===== src/rtl/change_dispenser.sv =====
// Coin change dispenser: greedy Rs5/Rs2/Rs1 payout from three tubes, with a
// motor handshake, a sticky jam flag on ack timeout, and saturating restock.
module change_dispenser #(
    parameter int INIT_COUNT  = 10,
    parameter int MAX_COUNT   = 31,
    parameter int ACK_TIMEOUT = 15
) (
    input  logic       clk,
    input  logic       reset,
    input  logic       refund_valid,
    input  logic [6:0] refund_amount,
    output logic       ready,
    output logic       coin_valid,
    output logic [1:0] coin_type,
    input  logic       coin_ack,
    input  logic       restock_valid,
    input  logic [1:0] restock_type,
    output logic       done,
    output logic [6:0] shortfall,
    output logic       jam,
    output logic [2:0] tube_empty
);
    localparam int TW = (ACK_TIMEOUT > 1) ? $clog2(ACK_TIMEOUT) : 1;
    localparam logic [4:0]    INIT_CNT   = 5'(INIT_COUNT);
    localparam logic [4:0]    MAX_CNT    = 5'(MAX_COUNT);
    localparam logic [TW-1:0] TIMER_LAST = TW'(ACK_TIMEOUT - 1);

    typedef enum logic [1:0] {S_IDLE, S_SELECT, S_EJECT, S_DONE} state_e;

    state_e          state_q, state_d;
    logic [6:0]      remaining_q, remaining_d;
    logic [6:0]      shortfall_q, shortfall_d;
    logic [1:0]      coin_type_q, coin_type_d;
    logic [TW-1:0]   timer_q, timer_d;
    logic            jam_q, jam_d;
    // Tube index matches the coin_type encoding: 0=Rs1, 1=Rs2, 2=Rs5.
    logic [2:0][4:0] cnt_q, cnt_d;
    logic            ack_take;
    logic [6:0]      coin_value;

    // NOTE: the tube counters are ordinary flops, so they take a reset value like every other register.
    always_ff @(posedge clk or posedge reset) begin
        if (reset) begin
            state_q     <= S_IDLE;
            remaining_q <= '0;
            shortfall_q <= '0;
            coin_type_q <= 2'b00;
            timer_q     <= '0;
            jam_q       <= 1'b0;
            cnt_q       <= {3{INIT_CNT}};
        end else begin
            // NOTE: non-blocking assignments so every flop samples pre-edge values.
            state_q     <= state_d;
            remaining_q <= remaining_d;
            shortfall_q <= shortfall_d;
            coin_type_q <= coin_type_d;
            timer_q     <= timer_d;
            jam_q       <= jam_d;
            cnt_q       <= cnt_d;
        end
    end

    always_comb begin
        case (coin_type_q)
            2'b10:   coin_value = 7'd5;
            2'b01:   coin_value = 7'd2;
            default: coin_value = 7'd1;
        endcase
    end

    always_comb begin
        // NOTE: defaults first, so no path through the case leaves a signal unassigned (no latch).
        state_d     = state_q;
        remaining_d = remaining_q;
        shortfall_d = shortfall_q;
        coin_type_d = coin_type_q;
        timer_d     = timer_q;
        jam_d       = jam_q;
        ack_take    = 1'b0;
        case (state_q)
            S_IDLE: begin
                if (refund_valid) begin
                    if (jam_q) begin
                        shortfall_d = refund_amount;
                        state_d     = S_DONE;
                    end else begin
                        remaining_d = refund_amount;
                        state_d     = S_SELECT;
                    end
                end
            end
            S_SELECT: begin
                timer_d = '0;
                state_d = S_EJECT;
                if (remaining_q >= 7'd5 && cnt_q[2] != 5'd0) begin
                    coin_type_d = 2'b10;
                end else if (remaining_q >= 7'd2 && cnt_q[1] != 5'd0) begin
                    coin_type_d = 2'b01;
                end else if (remaining_q >= 7'd1 && cnt_q[0] != 5'd0) begin
                    coin_type_d = 2'b00;
                end else begin
                    shortfall_d = remaining_q;
                    state_d     = S_DONE;
                end
            end
            S_EJECT: begin
                if (coin_ack) begin
                    ack_take    = 1'b1;
                    remaining_d = remaining_q - coin_value;
                    state_d     = S_SELECT;
                end else if (timer_q == TIMER_LAST) begin
                    jam_d       = 1'b1;
                    shortfall_d = remaining_q;
                    state_d     = S_DONE;
                end else begin
                    timer_d = timer_q + TW'(1);
                end
            end
            default: state_d = S_IDLE;
        endcase
    end

    // A restock and an ack-decrement on the same tube cancel out.
    always_comb begin
        for (int i = 0; i < 3; i++) begin
            cnt_d[i] = cnt_q[i];
            if (restock_valid && restock_type == 2'(i)) begin
                if (!(ack_take && coin_type_q == 2'(i)) && cnt_q[i] < MAX_CNT) begin
                    cnt_d[i] = cnt_q[i] + 5'd1;
                end
            end else if (ack_take && coin_type_q == 2'(i) && cnt_q[i] != 5'd0) begin
                cnt_d[i] = cnt_q[i] - 5'd1;
            end
        end
    end

    always_comb begin
        ready      = (state_q == S_IDLE);
        coin_valid = (state_q == S_EJECT);
        done       = (state_q == S_DONE);
        coin_type  = coin_type_q;
        shortfall  = shortfall_q;
        jam        = jam_q;
        for (int i = 0; i < 3; i++) begin
            tube_empty[i] = (cnt_q[i] == 5'd0);
        end
    end
endmodule

===== config.mk =====
export PLATFORM = sky130hd
export DESIGN_NAME = change_dispenser
export DESIGN_NICKNAME = d
export VERILOG_FILES = /design/src/rtl/change_dispenser.sv
export SDC_FILE = /design/constraint.sdc
export NUM_CORES = 1
export LEC_CHECK = 0
export CAP_MARGIN = 0
export CORE_MARGIN = 10
export CORE_UTILIZATION = 54
export CTS_CLUSTER_DIAMETER = 60
export DETAILED_ROUTE_END_ITERATION = 6
export GPL_TIMING_DRIVEN = 1
export HOLD_SLACK_MARGIN = 0.12
export PLACE_DENSITY = 0.77
export SLEW_MARGIN = 10
export SYNTH_ARGS = -nofsm -noshare
export SYNTH_HDL_FRONTEND = slang
export SYNTH_SLANG_ARGS = --single-unit

===== constraint.sdc =====
create_clock -name clk -period 2.8 [get_ports clk]
set_input_delay 0.28 -clock clk [delete_from_list [all_inputs] [get_ports clk]]
set_output_delay 0.28 -clock clk [all_outputs]
set_load 0.01 [all_outputs]

; After elaboration in Yosys (flattened, before gate mapping)
; Cells that the tools add are included.
[word_totals]
reg_bits = 38
word_cells = 127
output_inout_bits = 16
input_bits = 14
[op_classes]
addsub = 8
muxes = 38
n_eq_ne = 22
order_cmp = 6
n_bitwise = 1
n_reduce_logical = 43
[ops]
columns = cell, count
row1 = $mux W7, 10
row2 = $mux W5, 9
row3 = $pmux W7 S3, 1
row4 = $add A5 B1 Y5 const B, 3
row5 = $logic_and A1 B1 Y1, 15
row6 = $logic_not A5 Y1, 3
row7 = $lt A5 B5 Y1 const B, 3
row8 = $reduce_bool A5 Y1, 3
row9 = $sub A5 B1 Y5 const B, 3
row10 = $mux W2, 7
row11 = $ne A2 B2 Y1 const B, 7
row12 = $pmux W7 S2, 1
row13 = $ne A2 B1 Y1 const B, 6
row14 = $reduce_and A2 Y1, 5
row15 = $reduce_bool A2 Y1, 5
row16 = $eq A2 B2 Y1 const B, 4
row17 = $mux W4, 2
row18 = $pmux W4 S2, 1
row19 = $reduce_and A8 Y1, 1
row20 = $ge A7 B1 Y1 const B, 1
row21 = $ge A7 B2 Y1 const B, 1
row22 = $ge A7 B3 Y1 const B, 1
row23 = $sub A7 B7 Y7, 1
row24 = $eq A2 B1 Y1 const B, 3
row25 = other kinds (12), 22

; Longest topological paths before layout
[depth]
depth_word = 7
depth_mapped = 8
ltp_nobuf = 7

; Least setup slack after synthesis
; OpenSTA, ideal clock, no wires.
[synth_timing]
kind = reg2reg
from = register coin_type_q[1] (netlist: coin_type[1])
to = register remaining_q[6]
setup_slack_ps = 664
required_time_ps = 2696
arrival_time_ps = 2032
path_stages_with_launch = 8
setup_ps = 104
cell_sequence = dfrtp_1 nand2b_1 ha_1 fa_1 o21ai_0 nor3_1 mux2_2 a221oi_1
[synth_between]
elab_chain_len = 5
[synth_rtl]
columns = item, line_no
row1 = "start, declared", 33  ; logic [1:0] coin_type_q, coin_type_d;
row2 = "start signal, assigned", 56  ; coin_type_q <= coin_type_d;
row3 = $eq A2 B1 Y1 or $eq A2 B2 Y1 (tied branches), 64  ; case (coin_type_q)
row4 = $pmux W3 S2 *, 64
row5 = $sub A7 B7 Y7 *, 109  ; remaining_d = remaining_q - coin_value;
row6 = $mux W7 *, 107  ; if (coin_ack) begin
row7 = $pmux W7 S2 *, 80  ; case (state_q)
row8 = "end signal, assigned", 54  ; remaining_q <= remaining_d;
row9 = "end, declared", 31  ; logic [6:0] remaining_q, remaining_d;
; Every way passes the cells marked *; elsewhere a longest branch is shown, timed or not. The select of a mux whose other input is x is not followed.
; A chain may end at the register's enable or synchronous reset.

; Worst setup path after layout
; Ends and elaborated chain as after synthesis.

==> results.py <==
metrics = {
    "floorplan": {
        "dieArea_um2": 8211,
        "die_w_um": 90.62,
        "initial_core_util": 0.5626,
        "pin_count": 30,
        "core_um2": 4786,
        "num_rows": 25,
        "fp.dieH_um": 90.62,
    },
    "critical_path": {
        "critPathRequiredTime_ps": 2990,
        "reg2reg_depth": 7,
        "path_cells": "nand2b_1 > ha_1 > fa_1 > o21ai_0 > nor3_1 > mux2_2 > a221oi_1",
        "cp-startpoint": "coin_type[1]",
        "cp-endpoint": "remaining_q[6]",
        "arrival_ps": 2600,
        "path_max_fanout": 7,
        "slowest_stage": "dfrtp_1",
        "path_class": "reg -> reg",
        "endpoint_kind": "flop",
        "critPathMaxStageDelay_ps": 460,
        "start_kind": "flop",
        "reg2reg_from": "coin_type[1]",
        "r2r_slack_ps": 390,
        "timing.rr.end": "remaining_q[6]",
    },
    "clock_network": {
        "cts.sinks": 38,
        "insertion_delay_ps": 300,
        "cts_root_buffer": "clkbuf_8",
        "htree_levels": 2,
        "clk_pin_slew_ps": 80,
        "numCtsBuffers": 5,
        "cts_tree": "built",
        "hold_buffers": 0,
        "post_cts_resized": 0,
        "cts_setup_buffers": 0,
        "cts_buffer_depth": 2,
    },
    "final_layout": {
        "syn_to_final_growth_pct": 15.85,
        "drive_gt1_frac": 0.08974,
        "finalNetCount": 347,
        "antennaDiodeCount": 0,
        "fillCellCount": 402,
    },
    "sta": {
        "fin_crit_sh": 0.8604,
        "relSlewSlack": 0.5755,
        "setup_violations": 0,
        "hold_viol_final": 0,
        "rsz0062_at_grt": "false",
        "timing.fmax_mhz": 415.1,
        "finClkSkew_ps": 12.33,
        "tns_ps": 0,
        "drv_slew": 0,
        "worstMarginPinSlew_ps": 636.8,
        "period_needed_ps": 2409,
    },
    "place": {
        "globalplace.congestion": 0.8513,
        "hpwl_um": 4334,
        "port_buffers": 29,
    },
    "route": {
        "drt_iter0_markers": 94,
        "avgViaCountPerCell": 5.873,
        "via_count": 2226,
        "wl_per_cell_um": 15.41,
        "dr.pass1.iters": 4,
        "drtAntennaViolNets": 0,
        "drt_drc_violations_left": 0,
        "wirelength_um": 5840,
    },
    "power_and_ir_drop": {
        "total_leakage_power_nw": 1.286,
        "finalPower_mw": 3.581,
        "vdd_drop_max_mv": 0.6050,
        "power_density_nw_per_um2": 1148,
    },
    "grt": {
        "grt_max_degree": 39,
        "grt-ovfl-total": 0,
        "antenna_found_initial": 0,
        "grt_pass1_vias": 2155,
        "grt_pass1_wl_um": 10170,
        "grtUsageTotal": 0.1457,
    },
    "synth": {
        "synthArstFlopShare": 1.000,
        "synthCells": 283,
        "yosys_warnings": 0,
        "netlist.area_leader.share": 0.2974,
        "synth_area_um2": 2693,
        "synth.most_common_cell": "dfrtp_1",
        "synth_cell_type_count": 53,
        "yosys.area.top_type": "dfrtp_1",
        "syn_nets": 319,
        "yosys_register_bits": 38,
        "synth_common_cells": "dfrtp_1 (32), nand2_1 (24), ha_1 (18)",
        "synth_area_leaders": "dfrtp_1 (30%), ha_1 (8.4%), dfstp_2 (5.9%), xnor2_1 (3.6%), nand2_1 (3.3%)",
        "synth_edf_count": 0,
        "synthFlopType": "dfrtp_1",
        "avgSynthCellArea_um2": 9.514,
        "ys_seq_area_frac": 0.3559,
    },
    "hold_path": {
        "hp-class": "in -> async",
    },
    "flow_run": {
        "cap_violations": 0,
    },
    "outcome": {
        "status": "finished, final reports clean",
    },
}
cell families (layout without fill, tap and decap cells):
group | after synthesis | after routing | synth area share
AOI/OAI and AO/OA | 66 | 66 | 0.1710
DFF | 38 | 38 | 0.3559
buffers and inverters | 23 | 52 | 0.03532
muxes | 14 | 14 | 0.05483
xor gates and xnor gates | 18 | 18 | 0.05855
and+or+nand+nor | 102 | 102 | 0.2110
adders and majority gates | 22 | 22 | 0.1134
final cells by class:
cell class	instances	area, um2	area share
Multi-Input combinational cell	222	1639	0.5255
Sequential cell	38	958.4	0.3073
Timing Repair Buffer	32	312.8	0.1003
Tap cell	67	83.83	0.02688
Clock buffer	8	80.08	0.02567
Inverter	12	45.04	0.01444
layer usage:
layer | vias to the layer above | GRT usage | routed length [um]
met2 | 43 | 0.2368 | 2744
met4 | 0 | 0.05172 | 85
met5 | - | 0 | 0
met1 | 1079 | 0.1837 | 2749
met3 | 8 | 0.03325 | 260
li1 | 1096 | - | -
critical path, delay by kind of cell, from the launching register on:
kind	cells	cell delay, ps
AO/OA/AOI/OAI	2	590
adder cells (fa/ha/maj)	2	640
flip-flops	1	460
multiplexers	1	280
AND/OR/NAND/NOR	2	330
registers in the layout, indices dropped and copies added, names as in the netlist:
| name | flops |
|---|---|
| cnt_q | 15 |
| remaining_q | 7 |
| shortfall | 7 |
| timer_q | 4 |
| coin_type | 2 |
| state_q | 2 |
| jam | 1 |
metrics by stage:
stage	utilization	area, um2	hold slack [ps]	std cells	setup slack (ps)
2_1_floorplan	-	2693	454.4	283	663.8
3_3_place_gp	0.6350	3039	480.3	371	269.0
3_5_place_dp	0.6350	3039	486.7	371	203.9
4_1_cts	0.6518	3119	449.4	379	390.0
5_1_grt	0.6518	3119	487.7	379	126.5
6_report	0.6518	3119	429.7	379	391.0
worst min-delay path by stage:
stage | to | cells past startpoint | slack [ps] | start
5_1_grt | cnt_q[12] | 3 | 490 | reset
6_report | coin_type[1] | 3 | 430 | reset
3_5_place_dp | cnt_q[4] | 1 | 490 | cnt_q[4]
4_1_cts | remaining_q[5] | 3 | 450 | reset
2_1_floorplan | cnt_q[14] | 1 | 450 | cnt_q[14]
3_3_place_gp | cnt_q[4] | 1 | 480 | cnt_q[4]
power by group:
part | leakage, nW | total (mW) | internal (mW) | switching (mW)
Clock | 0.0395 | 0.366 | 0.177 | 0.189
Combinational | 0.804 | 2.04 | 1.03 | 1.01
Sequential | 0.443 | 1.17 | 0.846 | 0.329
cells in the final DEF (no fill, tap or decap), types with 6 or more instances in the layout:
cell / netlist / final
a21o_1: 6 / 6
a21oi_1: 16 / 16
a221oi_1: 8 / 8
and2_1: 8 / 8
clkdlybuf4s50_1: 0 / 29
dfrtp_1: 32 / 32
dfstp_2: 6 / 6
ha_1: 18 / 18
inv_1: 12 / 12
mux2_2: 6 / 6
mux2i_1: 8 / 8
nand2_1: 24 / 24
nand3_1: 10 / 10
nor2_1: 12 / 12
nor3_1: 10 / 10
o21ai_0: 12 / 12
or4_1: 9 / 9
xnor2_1: 11 / 11
xor2_1: 7 / 7
Note: power is estimated with default switching activity, not from simulation.
